--- src/rtl/seq_divider_if.sv ---
// rtl/seq_divider_if.sv - client/divider handshake bundle for seq_divider
interface seq_divider_if #(
  parameter int WIDTH = 16
);
  logic             start;
  logic [WIDTH-1:0] dividend;
  logic [WIDTH-1:0] divisor;
  logic [WIDTH-1:0] quotient;
  logic [WIDTH-1:0] remainder;
  logic             busy;
  logic             ready;
  logic             div_by_zero;

  modport master (
    output start, dividend, divisor,
    input  quotient, remainder, busy, ready, div_by_zero
  );

  modport slave (
    input  start, dividend, divisor,
    output quotient, remainder, busy, ready, div_by_zero
  );
endinterface

--- src/rtl/seq_divider.sv ---
// rtl/seq_divider.sv - shared iterative unsigned restoring divider, one quotient bit per clock
// Optional round-half-up quotient stage enabled by defining DIVIDER_ROUND_EN.
module seq_divider #(
  parameter int WIDTH = 16,
  parameter int CNT_W = 5
) (
  input logic        clk,
  input logic        rst,
  seq_divider_if.slave bus
);

`ifdef DIVIDER_ROUND_EN
  typedef enum logic [1:0] {S_IDLE, S_RUN, S_DONE, S_ROUND} state_t;
`else
  typedef enum logic [1:0] {S_IDLE, S_RUN, S_DONE} state_t;
`endif

  state_t           r_state;
  state_t           w_next_state;
  logic             w_accept;

  logic [WIDTH-1:0] r_q;
  logic [WIDTH-1:0] r_d;
  logic [WIDTH:0]   r_rem;
  logic [CNT_W-1:0] r_cnt;
  logic             r_dz;

  logic [WIDTH-1:0] r_quotient;
  logic [WIDTH-1:0] r_remainder;
  logic             r_div_by_zero;

  logic [WIDTH:0]   w_shift_r;
  logic [WIDTH:0]   w_sub;
  logic             w_ge;
  logic [WIDTH:0]   w_r_next;
  logic [WIDTH-1:0] w_q_next;
  logic             w_last;

  // One restoring step: shift {R,Q} left, subtract D when it fits.
  assign w_shift_r = (r_rem << 1) | {{WIDTH{1'b0}}, r_q[WIDTH-1]};
  assign w_ge      = (w_shift_r >= {1'b0, r_d});
  assign w_sub     = w_shift_r - {1'b0, r_d};
  assign w_r_next  = w_ge ? w_sub : w_shift_r;
  assign w_q_next  = {r_q[WIDTH-2:0], w_ge};
  assign w_last    = (r_cnt == CNT_W'(WIDTH - 1));

`ifdef DIVIDER_ROUND_EN
  logic             w_round_up;
  logic [WIDTH-1:0] w_q_rounded;

  // Saturate instead of wrapping; a zero divisor keeps the all-ones marker.
  assign w_round_up  = ({r_rem, 1'b0} >= {2'b00, r_d}) && (r_q != '1) && !r_dz;
  assign w_q_rounded = r_q + WIDTH'(w_round_up);
`endif

  always_ff @(posedge clk) begin
    if (rst) begin
      r_state <= S_IDLE;
    end else begin
      r_state <= w_next_state;
    end
  end

  always_comb begin
    w_next_state = r_state;
    w_accept     = 1'b0;
    case (r_state)
      S_IDLE: begin
        if (bus.start) begin
          w_accept     = 1'b1;
          w_next_state = S_RUN;
        end
      end
      S_RUN: begin
        if (w_last) begin
`ifdef DIVIDER_ROUND_EN
          w_next_state = S_ROUND;
`else
          w_next_state = S_DONE;
`endif
        end
      end
`ifdef DIVIDER_ROUND_EN
      S_ROUND: w_next_state = S_DONE;
`endif
      S_DONE: begin
        if (bus.start) begin
          w_accept     = 1'b1;
          w_next_state = S_RUN;
        end else begin
          w_next_state = S_IDLE;
        end
      end
      default: w_next_state = S_IDLE;
    endcase
  end

  always_ff @(posedge clk) begin
    if (rst) begin
      r_q           <= '0;
      r_d           <= '0;
      r_rem         <= '0;
      r_cnt         <= '0;
      r_dz          <= 1'b0;
      r_quotient    <= '0;
      r_remainder   <= '0;
      r_div_by_zero <= 1'b0;
    end else if (w_accept) begin
      r_q   <= bus.dividend;
      r_d   <= bus.divisor;
      r_rem <= '0;
      r_cnt <= '0;
      r_dz  <= (bus.divisor == '0);
    end else if (r_state == S_RUN) begin
      r_q   <= w_q_next;
      r_rem <= w_r_next;
      r_cnt <= r_cnt + 1'b1;
`ifndef DIVIDER_ROUND_EN
      // The final RUN edge is also the DONE entry edge, so publish the step result directly.
      if (w_last) begin
        r_quotient    <= w_q_next;
        r_remainder   <= w_r_next[WIDTH-1:0];
        r_div_by_zero <= r_dz;
      end
`endif
    end
`ifdef DIVIDER_ROUND_EN
    else if (r_state == S_ROUND) begin
      r_quotient    <= w_q_rounded;
      r_remainder   <= r_rem[WIDTH-1:0];
      r_div_by_zero <= r_dz;
    end
`endif
  end

`ifdef DIVIDER_ROUND_EN
  assign bus.busy = (r_state == S_RUN) || (r_state == S_ROUND);
`else
  assign bus.busy = (r_state == S_RUN);
`endif
  assign bus.ready       = (r_state == S_DONE);
  assign bus.quotient    = r_quotient;
  assign bus.remainder   = r_remainder;
  assign bus.div_by_zero = r_div_by_zero;

endmodule

--- src/flat_wrapper.sv ---
// flat-port wrapper written by rule: the top's interface ports become plain ports
module seq_divider_flat 
#(
  parameter int WIDTH = 16,
  parameter int CNT_W = 5
)
  (clk, rst, bus_start, bus_dividend, bus_divisor, bus_quotient, bus_remainder, bus_busy, bus_ready, bus_div_by_zero);
  seq_divider_if #(.WIDTH(WIDTH)) bus_i ();
  input logic clk;
  input logic rst;
  input wire logic [$bits(bus_i.start)-1:0] bus_start;
  input wire logic [$bits(bus_i.dividend)-1:0] bus_dividend;
  input wire logic [$bits(bus_i.divisor)-1:0] bus_divisor;
  output wire logic [$bits(bus_i.quotient)-1:0] bus_quotient;
  output wire logic [$bits(bus_i.remainder)-1:0] bus_remainder;
  output wire logic [$bits(bus_i.busy)-1:0] bus_busy;
  output wire logic [$bits(bus_i.ready)-1:0] bus_ready;
  output wire logic [$bits(bus_i.div_by_zero)-1:0] bus_div_by_zero;
  assign bus_i.start = bus_start;
  assign bus_i.dividend = bus_dividend;
  assign bus_i.divisor = bus_divisor;
  assign bus_quotient = bus_i.quotient;
  assign bus_remainder = bus_i.remainder;
  assign bus_busy = bus_i.busy;
  assign bus_ready = bus_i.ready;
  assign bus_div_by_zero = bus_i.div_by_zero;
  seq_divider #(.WIDTH(WIDTH), .CNT_W(CNT_W)) u_core (.clk(clk), .rst(rst), .bus(bus_i));
endmodule
--- config.mk ---
export PLATFORM = sky130hd
export DESIGN_NAME = seq_divider_flat
export DESIGN_NICKNAME = d
export VERILOG_FILES = /design/src/rtl/seq_divider_if.sv /design/src/rtl/seq_divider.sv /design/src/flat_wrapper.sv
export SDC_FILE = /design/constraint.sdc
export NUM_CORES = 1
export LEC_CHECK = 0
export ABC_CLOCK_PERIOD_IN_PS = 2800
export BUFFER_PORTS_ARGS = -buffer_cell sky130_fd_sc_hd__buf_2
export CAP_MARGIN = 15
export CORE_UTILIZATION = 51
export DETAILED_ROUTE_END_ITERATION = 16
export PLACE_DENSITY_LB_ADDON = 0.3
export SYNTH_ARGS = -nofsm -noshare
export SYNTH_HDL_FRONTEND = slang
export SYNTH_SLANG_ARGS = --single-unit
--- constraint.sdc ---
create_clock -name clk -period 2.8 [get_ports clk]
set_clock_uncertainty 0.15 [all_clocks]
set_input_delay 0.56 -clock clk [delete_from_list [all_inputs] [get_ports clk]]
set_output_delay 0.56 -clock clk [all_outputs]
set_load 0.01 [all_outputs]
==> impl_metrics.xml, run 1 <==
<?xml version="1.0" encoding="UTF-8"?>
<metrics>
  <group name="critical_path">
    <metric name="ff2ff_setup_slack" unit="ps">180</metric>
    <metric name="critical_path_cell_list" unit="">ha_1 -&gt; a21oi_1 -&gt; and2_1 -&gt; a22o_1 -&gt; nor2_1 -&gt; nor4_1 -&gt; o221ai_1 -&gt; a311oi_1</metric>
    <metric name="path_max_fanout" unit="">5</metric>
    <metric name="critPathCaptureType" unit="">flip-flop</metric>
    <metric name="critical_path.slowest_cell" unit="">sky130_fd_sc_hd__ha_1</metric>
    <metric name="critical_path.reg2reg.endpoint" unit="">u_core.bus.remainder[15]$_SDFFE_PP0P_</metric>
    <metric name="rr_worst_depth" unit="">8</metric>
    <metric name="data_arrival_time_of_the_worst_path" unit="ps">2740</metric>
    <metric name="worstPathRequired" unit="ps">2920</metric>
    <metric name="critical_path.startpoint_type" unit="">flip-flop</metric>
    <metric name="path_type_of_the_worst_setup_path" unit="">reg -&gt; reg</metric>
    <metric name="cpPeakStageDelay" unit="ps">390</metric>
    <metric name="reg2reg_from" unit="">u_core.r_rem[3]$_SDFFE_PP0P_</metric>
  </group>
  <group name="clock_network">
    <metric name="clkTransAtPathRegs" unit="ps">90</metric>
    <metric name="ctsRootBufferMaster" unit="">sky130_fd_sc_hd__clkbuf_8</metric>
    <metric name="cts_repair_resize_count" unit="">0</metric>
    <metric name="cts_setup_buffers" unit="">0</metric>
    <metric name="cts_tree" unit="">built</metric>
    <metric name="cts-hold-fix-buffers" unit="">0</metric>
    <metric name="cts.htree.levels" unit="">3</metric>
    <metric name="clock_tree.buffer_depth" unit="">2</metric>
    <metric name="cts_sink_count" unit="">89</metric>
    <metric name="clk_latency" unit="ps">360</metric>
    <metric name="number_of_cts_inserted_buffers" unit="">9</metric>
  </group>
  <group name="timing">
    <metric name="timing.final.setup_violations" unit="">0</metric>
    <metric name="min_period" unit="ps">2619</metric>
    <metric name="final_cycle_share" unit="">0.9355</metric>
    <metric name="grt_setup_unrepaired" unit="">no</metric>
    <metric name="report.final.slew_viol_count" unit="">0</metric>
    <metric name="final_hold_viol_count" unit="">0</metric>
    <metric name="setup-tns-final" unit="ps">0</metric>
    <metric name="max_clock_freq" unit="MHz">381.8</metric>
    <metric name="timing.max_slew.rel_slack" unit="">0.5666</metric>
    <metric name="worst_slew_pin_slew" unit="ps">643.4</metric>
  </group>
  <group name="floorplan">
    <metric name="starting_density_of_the_core" unit="">0.5263</metric>
    <metric name="die_w" unit="um">93.86</metric>
    <metric name="design.die.area" unit="um2">8809</metric>
    <metric name="num_ports" unit="">70</metric>
    <metric name="design.core.area" unit="um2">8175</metric>
    <metric name="die_h" unit="um">93.86</metric>
    <metric name="std_cell_rows" unit="">33</metric>
  </group>
  <group name="min_path">
    <metric name="worstHoldPathType" unit="">in -&gt; reg</metric>
    <metric name="hold_path.startpoint" unit="">bus_divisor[5]</metric>
    <metric name="worst_hold_path.endpoint" unit="">u_core.r_d[5]$_SDFFE_PP0P_</metric>
    <metric name="worst_hold_path.num_cells" unit="">3</metric>
  </group>
  <group name="power">
    <metric name="switchingPower" unit="mW">1.066</metric>
    <metric name="power_frac_comb" unit="">0.296</metric>
    <metric name="power.share.sequential" unit="">0.443</metric>
    <metric name="power.internal" unit="mW">2.030</metric>
    <metric name="p_total" unit="mW">3.096</metric>
    <metric name="clockPowerShare" unit="">0.262</metric>
    <metric name="irDropWorstVdd" unit="mV">0.2817</metric>
    <metric name="switch_share" unit="">0.3442</metric>
    <metric name="power.density_cell_area" unit="nW/um2">626.0</metric>
    <metric name="leakagePower" unit="nW">2.038</metric>
  </group>
  <group name="outcome">
    <metric name="status" unit="">complete, no violations</metric>
  </group>
  <group name="detailed_routing">
    <metric name="drc" unit="">0</metric>
    <metric name="drt_first_pass_iters" unit="">5</metric>
    <metric name="detailedRoute.firstIterationViolations" unit="">235</metric>
    <metric name="drt-total-wl" unit="mm">10.76</metric>
    <metric name="via_count" unit="">4003</metric>
    <metric name="detail_route.vias_per_cell" unit="">5.654</metric>
    <metric name="wl_per_cell" unit="um">15.20</metric>
    <metric name="antenna_violating_nets_post_route" unit="">0</metric>
  </group>
  <group name="logic_synthesis">
    <metric name="synth_flop_cell" unit="">sky130_fd_sc_hd__dfxtp_1</metric>
    <metric name="postSynthAreaPerCell" unit="um2">7.983</metric>
    <metric name="synth-edff-count" unit="">0</metric>
    <metric name="synth_net_count" unit="">593</metric>
    <metric name="ys.warnings.count" unit="">0</metric>
    <metric name="synth.ff_latch_count" unit="">89</metric>
    <metric name="synth_sequential_area_ratio" unit="">0.4141</metric>
    <metric name="netlist_instances" unit="">539</metric>
    <metric name="async_reset_ff_frac" unit="">0</metric>
    <metric name="netlist-cell-type-count" unit="">55</metric>
    <metric name="post_synth_instance_area" unit="um2">4303</metric>
  </group>
  <group name="place">
    <metric name="place.port_buffers" unit="">69</metric>
    <metric name="place.gp.congestion" unit="">0.9190</metric>
    <metric name="hpwlAfterDp" unit="mm">7.984</metric>
  </group>
  <group name="global_route">
    <metric name="global_route.usage.total" unit="">0.2576</metric>
    <metric name="grt_max_degree" unit="">52</metric>
    <metric name="antenna_found_initial" unit="">0</metric>
    <metric name="grt.overflow.total" unit="">0</metric>
    <metric name="grt_pass1_vias" unit="">3580</metric>
    <metric name="grt_first_pass_wirelength" unit="mm">17.68</metric>
  </group>
  <group name="cells_and_area">
    <metric name="insertedDiodeCount" unit="">0</metric>
    <metric name="synthToLayoutAreaGrowth" unit="%">14.95</metric>
    <metric name="fraction_of_final_layout_cells_sized_beyond_drive_strength_1" unit="">0.1841</metric>
    <metric name="final_common_cell" unit="">sky130_fd_sc_hd__nand2_1</metric>
    <metric name="finish.net_count" unit="">652</metric>
    <metric name="most-common-layout-cells" unit="">93 x sky130_fd_sc_hd__nand2_1, 89 x sky130_fd_sc_hd__dfxtp_1, 69 x sky130_fd_sc_hd__buf_2</metric>
  </group>
  <group name="job">
    <metric name="maxCapViolations" unit="">0</metric>
  </group>
</metrics>
synthesized netlist by cell type (2+ instances only):
cell	count	area (um2)
sky130_fd_sc_hd__a211oi_1	14	105.1
sky130_fd_sc_hd__a21o_1	3	22.52
sky130_fd_sc_hd__a21oi_1	68	340.3
sky130_fd_sc_hd__a311oi_1	5	43.79
sky130_fd_sc_hd__a31oi_1	2	12.51
sky130_fd_sc_hd__and2_1	3	18.77
sky130_fd_sc_hd__buf_1	6	22.52
sky130_fd_sc_hd__buf_2	5	25.02
sky130_fd_sc_hd__buf_6	2	22.52
sky130_fd_sc_hd__clkbuf_1	25	93.84
sky130_fd_sc_hd__dfxtp_1	89	1782
sky130_fd_sc_hd__ha_1	18	225.2
sky130_fd_sc_hd__inv_1	20	75.07
sky130_fd_sc_hd__mux2i_1	11	110.1
sky130_fd_sc_hd__nand2_1	93	349.1
sky130_fd_sc_hd__nand2b_1	7	43.79
sky130_fd_sc_hd__nand3_1	5	25.02
sky130_fd_sc_hd__nand4_1	8	50.05
sky130_fd_sc_hd__nor2_1	49	183.9
sky130_fd_sc_hd__nor2b_1	2	12.51
sky130_fd_sc_hd__nor3_1	12	60.06
sky130_fd_sc_hd__nor4_1	6	37.54
sky130_fd_sc_hd__o211ai_1	2	15.01
sky130_fd_sc_hd__o21ai_0	27	135.1
sky130_fd_sc_hd__o221ai_1	2	17.52
sky130_fd_sc_hd__o22ai_1	11	68.82
sky130_fd_sc_hd__o31ai_1	2	15.01
sky130_fd_sc_hd__or4_1	2	15.01
sky130_fd_sc_hd__xnor2_1	8	70.07
sky130_fd_sc_hd__xor2_1	7	61.31
through the flow:
| stage | worst slack [ps] | utilization | cells | area, um2 | hold slack (ps) |
|---|---|---|---|---|---|
| 2_1_floorplan | 476.8 | - | 539 | 4303 | 281.3 |
| 3_3_place_gp | 67.21 | 0.5799 | 690 | 4741 | 291.1 |
| 3_5_place_dp | 85.69 | 0.5799 | 690 | 4741 | 293.2 |
| 4_1_cts | 59.67 | 0.6016 | 706 | 4918 | 281.3 |
| 5_1_grt | 67.96 | 0.6050 | 708 | 4946 | 302.0 |
| 6_report | 180.7 | 0.6050 | 708 | 4946 | 298.2 |
kinds of logic after synthesis:
logic type | count (synthesis) | share of synthesized area
flops | 89 | 0.4141
compound gates | 152 | 0.2175
xor+xnor | 15 | 0.03053
mux | 11 | 0.02559
buf+inv | 58 | 0.05554
simple gates | 195 | 0.1998
fa+ha+maj | 19 | 0.05699
power groups by stage:
stage / Clock (mW) / Sequential (mW) / Combinational, mW
6_report: 0.810 / 1.37 / 0.915
2_1_floorplan: 0 / 1.38 / 0.665
3_3_place_gp: 0 / 1.40 / 0.864
4_1_cts: 0.832 / 1.37 / 0.869
5_1_grt: 0.875 / 1.38 / 1.00
3_5_place_dp: 0 / 1.40 / 0.865
worst max path at each step:
stage | depth (start not counted) | from | end | slack (ps)
floorplan | 9 | u_core.r_d[10]$_SDFFE_PP0P_ | u_core.r_rem[0]$_SDFFE_PP0P_ | 480
global placement | 8 | u_core.r_d[14]$_SDFFE_PP0P_ | u_core.r_rem[11]$_SDFFE_PP0P_ | 70
detailed placement | 8 | u_core.r_d[14]$_SDFFE_PP0P_ | u_core.r_rem[11]$_SDFFE_PP0P_ | 90
CTS | 9 | u_core.r_d[8]$_SDFFE_PP0P_ | u_core.r_rem[11]$_SDFFE_PP0P_ | 60
global route | 10 | u_core.r_q[15]$_SDFFE_PP0P_ | u_core.bus.remainder[14]$_SDFFE_PP0P_ | 70
finish | 8 | u_core.r_rem[3]$_SDFFE_PP0P_ | u_core.bus.remainder[15]$_SDFFE_PP0P_ | 180
sequential cells by signal (all words and copies together), names as in the netlist:
| signal | count |
|---|---|
| u_core.bus.remainder | 16 |
| u_core.r_rem | 16 |
| u_core.r_q | 16 |
| u_core.r_d | 16 |
| u_core.r_state | 2 |
| u_core.bus.div_by_zero | 1 |
| u_core.r_dz | 1 |
| u_core.r_cnt | 5 |
| u_core.bus.quotient | 16 |
per-layer routing:
metal  vias up  share of wire  track usage
met5         -              0            0
met4         0          0.019      0.09615
met3        17          0.049      0.03641
met2       136           0.44       0.3856
met1      1847           0.49       0.3724
li1       2003              -            -
layout make-up:
class                      count  area (um2)
fill                         763        3229
multi-input combinational    392        2282
sequential                    89        1782
timing repair buffer          86       498.0
tap                          105       131.4
clock buffer                  10       127.6
inverter                      20       75.07
clock inverter                 6       50.05
critical path, delay by kind of cell, from the launching register on:
family	cells	cell delay [ps]
AO/OA/AOI/OAI	4	1030
AND/OR/NAND/NOR	3	590
adder cells (fa/ha/maj)	1	390
flip-flops	1	370
Note: power is estimated with default switching activity, not from simulation.
==> run 2: changes to the inputs <==
--- a/config.mk
+++ b/config.mk
@@ -10,7 +10,9 @@
 export CAP_MARGIN = 15
 export CORE_UTILIZATION = 51
 export DETAILED_ROUTE_END_ITERATION = 16
+export HOLD_SLACK_MARGIN = 0.1
 export PLACE_DENSITY_LB_ADDON = 0.3
+export SLEW_MARGIN = 30
 export SYNTH_ARGS = -nofsm -noshare
 export SYNTH_HDL_FRONTEND = slang
 export SYNTH_SLANG_ARGS = --single-unit
==> constraint.sdc (replaced) <==
create_clock -name clk -period 2.8 [get_ports clk]
set_clock_uncertainty 0.15 [all_clocks]
set_input_delay 0.14 -clock clk [delete_from_list [all_inputs] [get_ports clk]]
set_output_delay 0.14 -clock clk [all_outputs]
set_load 0.01 [all_outputs]
==> impl_metrics.xml, run 2 (synthesis results as in run 1) <==
<?xml version="1.0" encoding="UTF-8"?>
<metrics>
  <group name="outcome">
    <metric name="status" unit="">complete, no violations</metric>
  </group>
  <group name="clock_network">
    <metric name="cts.htree.levels" unit="">3</metric>
    <metric name="cts_tree" unit="">built</metric>
    <metric name="clkTransAtPathRegs" unit="ps">90</metric>
    <metric name="cts_repair_resize_count" unit="">0</metric>
    <metric name="ctsRootBufferMaster" unit="">sky130_fd_sc_hd__clkbuf_8</metric>
    <metric name="clk_latency" unit="ps">360</metric>
    <metric name="clock_tree.buffer_depth" unit="">2</metric>
    <metric name="number_of_cts_inserted_buffers" unit="">9</metric>
    <metric name="cts_sink_count" unit="">89</metric>
  </group>
  <group name="floorplan">
    <metric name="design.core.area" unit="um2">8175</metric>
    <metric name="starting_density_of_the_core" unit="">0.5263</metric>
    <metric name="design.die.area" unit="um2">8809</metric>
    <metric name="die_h" unit="um">93.86</metric>
    <metric name="die_w" unit="um">93.86</metric>
    <metric name="num_ports" unit="">70</metric>
    <metric name="std_cell_rows" unit="">33</metric>
  </group>
  <group name="critical_path">
    <metric name="cpPeakStageDelay" unit="ps">410</metric>
    <metric name="critical_path_cell_list" unit="">inv_1 -&gt; ha_1 -&gt; fa_1 -&gt; nand2b_1 -&gt; a21o_1 -&gt; a32oi_1 -&gt; a21oi_1 -&gt; xnor2_1 -&gt; mux2i_1 -&gt; a211oi_1</metric>
    <metric name="path_max_fanout" unit="">3</metric>
    <metric name="data_arrival_time_of_the_worst_path" unit="ps">2740</metric>
    <metric name="path_type_of_the_worst_setup_path" unit="">reg -&gt; reg</metric>
    <metric name="critical_path.startpoint_type" unit="">flip-flop</metric>
    <metric name="worstPathRequired" unit="ps">2920</metric>
    <metric name="critical_path.slowest_cell" unit="">sky130_fd_sc_hd__fa_1</metric>
    <metric name="critPathCaptureType" unit="">flip-flop</metric>
  </group>
  <group name="power">
    <metric name="power.share.sequential" unit="">0.434</metric>
    <metric name="p_total" unit="mW">3.159</metric>
    <metric name="clockPowerShare" unit="">0.259</metric>
    <metric name="power.density_cell_area" unit="nW/um2">589.1</metric>
    <metric name="power.internal" unit="mW">2.070</metric>
    <metric name="leakagePower" unit="nW">2.230</metric>
    <metric name="switch_share" unit="">0.3447</metric>
    <metric name="power_frac_comb" unit="">0.306</metric>
    <metric name="irDropWorstVdd" unit="mV">0.3032</metric>
    <metric name="switchingPower" unit="mW">1.089</metric>
  </group>
  <group name="global_route">
    <metric name="grt.overflow.total" unit="">0</metric>
    <metric name="grt_max_degree" unit="">55</metric>
    <metric name="global_route.usage.total" unit="">0.2746</metric>
    <metric name="grt_pass1_vias" unit="">3904</metric>
    <metric name="antenna_found_initial" unit="">0</metric>
    <metric name="grt_first_pass_wirelength" unit="mm">18.86</metric>
  </group>
  <group name="cells_and_area">
    <metric name="most-common-layout-cells" unit="">93 x sky130_fd_sc_hd__nand2_1, 89 x sky130_fd_sc_hd__dfxtp_1, 69 x sky130_fd_sc_hd__buf_2</metric>
    <metric name="finish.net_count" unit="">695</metric>
    <metric name="fill_cells" unit="">728</metric>
    <metric name="final_common_cell" unit="">sky130_fd_sc_hd__nand2_1</metric>
    <metric name="fraction_of_final_layout_cells_sized_beyond_drive_strength_1" unit="">0.1718</metric>
    <metric name="synthToLayoutAreaGrowth" unit="%">24.63</metric>
    <metric name="multi_input_comb_area" unit="um2">2282</metric>
    <metric name="regArea" unit="um2">1782</metric>
    <metric name="insertedDiodeCount" unit="">0</metric>
  </group>
  <group name="timing">
    <metric name="final.hold.worst_slack" unit="ps">107.4</metric>
    <metric name="min_period" unit="ps">2615</metric>
    <metric name="final_cycle_share" unit="">0.9341</metric>
    <metric name="setup-tns-final" unit="ps">0</metric>
    <metric name="report.final.slew_viol_count" unit="">0</metric>
    <metric name="final_hold_viol_count" unit="">0</metric>
    <metric name="worst_slew_pin_slew" unit="ps">640.1</metric>
    <metric name="timing.max_slew.rel_slack" unit="">0.5733</metric>
    <metric name="grt_setup_unrepaired" unit="">no</metric>
    <metric name="max_clock_freq" unit="MHz">382.4</metric>
    <metric name="timing.final.setup_violations" unit="">0</metric>
  </group>
  <group name="detailed_routing">
    <metric name="drt-total-wl" unit="mm">11.69</metric>
    <metric name="antenna_violating_nets_post_route" unit="">0</metric>
    <metric name="detailedRoute.firstIterationViolations" unit="">209</metric>
    <metric name="drc" unit="">0</metric>
    <metric name="drt_first_pass_iters" unit="">5</metric>
    <metric name="detail_route.vias_per_cell" unit="">5.607</metric>
    <metric name="wl_per_cell" unit="um">15.56</metric>
    <metric name="via_count" unit="">4211</metric>
  </group>
  <group name="place">
    <metric name="place.gp.congestion" unit="">0.9224</metric>
    <metric name="hpwlAfterDp" unit="mm">8.026</metric>
    <metric name="place.port_buffers" unit="">69</metric>
  </group>
  <group name="min_path">
    <metric name="worstHoldPathType" unit="">in -&gt; reg</metric>
  </group>
  <group name="job">
    <metric name="maxCapViolations" unit="">0</metric>
  </group>
</metrics>
[run 2: changes by cell type in the layout (fill, tap and decap cells not counted), sizes merged]
cell         delta
clkinv          -2
clkinvlp        +1
dlygate4sd3    +43
inv             +1
[run 2: path summary, 6_finish.rpt]
path	start	to	slack [ps]	cells after the start
worst max register to register	u_core.r_q[15]$_SDFFE_PP0P_	u_core.bus.remainder[12]$_SDFFE_PP0P_	180	10
worst min register to register	u_core.bus.quotient[12]$_SDFFE_PP0P_	u_core.bus.quotient[12]$_SDFFE_PP0P_	310	2
worst min-delay path	bus_start	u_core.r_d[14]$_SDFFE_PP0P_	110	4
worst max-delay path	u_core.r_q[15]$_SDFFE_PP0P_	u_core.bus.remainder[12]$_SDFFE_PP0P_	180	10
[run 2: through the flow]
stage               std cells  instance area (um2)  worst slack, ps    util
CTS                       749                 5335            41.71  0.6526
floorplan                 539                 4303            476.8       -
finish                    751                 5363            184.6  0.6560
detailed placement        690                 4728            97.39  0.5784
global placement          690                 4728            54.86  0.5784
global route              751                 5363           0.5478  0.6560
[run 2: routing by layer]
layer	part of all wire	routed length (um)	global-route usage	up-vias
li1	-	-	-	2083
met1	0.45	5275	0.3657	1936
met2	0.46	5387	0.4477	173
met3	0.071	829	0.05906	19
met4	0.017	195	0.07436	0
met5	0	0	0	-
[run 2: area by class of cell]
type | instances | share of cell area
inverters | 20 | 0.01400
repair buffers | 129 | 0.1708
well taps | 105 | 0.02450
clock inverters | 6 | 0.009099
clock buffers | 10 | 0.02380
flip-flops and latches | 89 | 0.3322
multi-input cells | 392 | 0.4256
[run 2: power groups by stage]
stage / clock network (mW) / logic, mW / registers [mW]
after floorplan: 0 / 0.665 / 1.38
after global placement: 0 / 0.853 / 1.40
after detailed placement: 0 / 0.860 / 1.40
after CTS: 0.825 / 0.910 / 1.37
after global routing: 0.874 / 1.06 / 1.38
final: 0.819 / 0.967 / 1.37
[run 2: repair_timing]
| action | in CTS | in global routing |
|---|---|---|
| endpoints found under the setup margin | 0 | 7 |
| hold buffers | 43 | 0 |
| hold endpoints to repair | 37 | 0 |
| setup buffers | 0 | 2 |
[run 2: worst max-delay path: cells and delay by family (launching register included)]
kind,cells,cell delay [ps]
DFF,1,330
buffers and inverters,1,40
adders and majority gates,2,600
xor gates and xnor gates,1,210
muxes,1,130
and+or+nand+nor,1,190
AOI/OAI and AO/OA,4,880
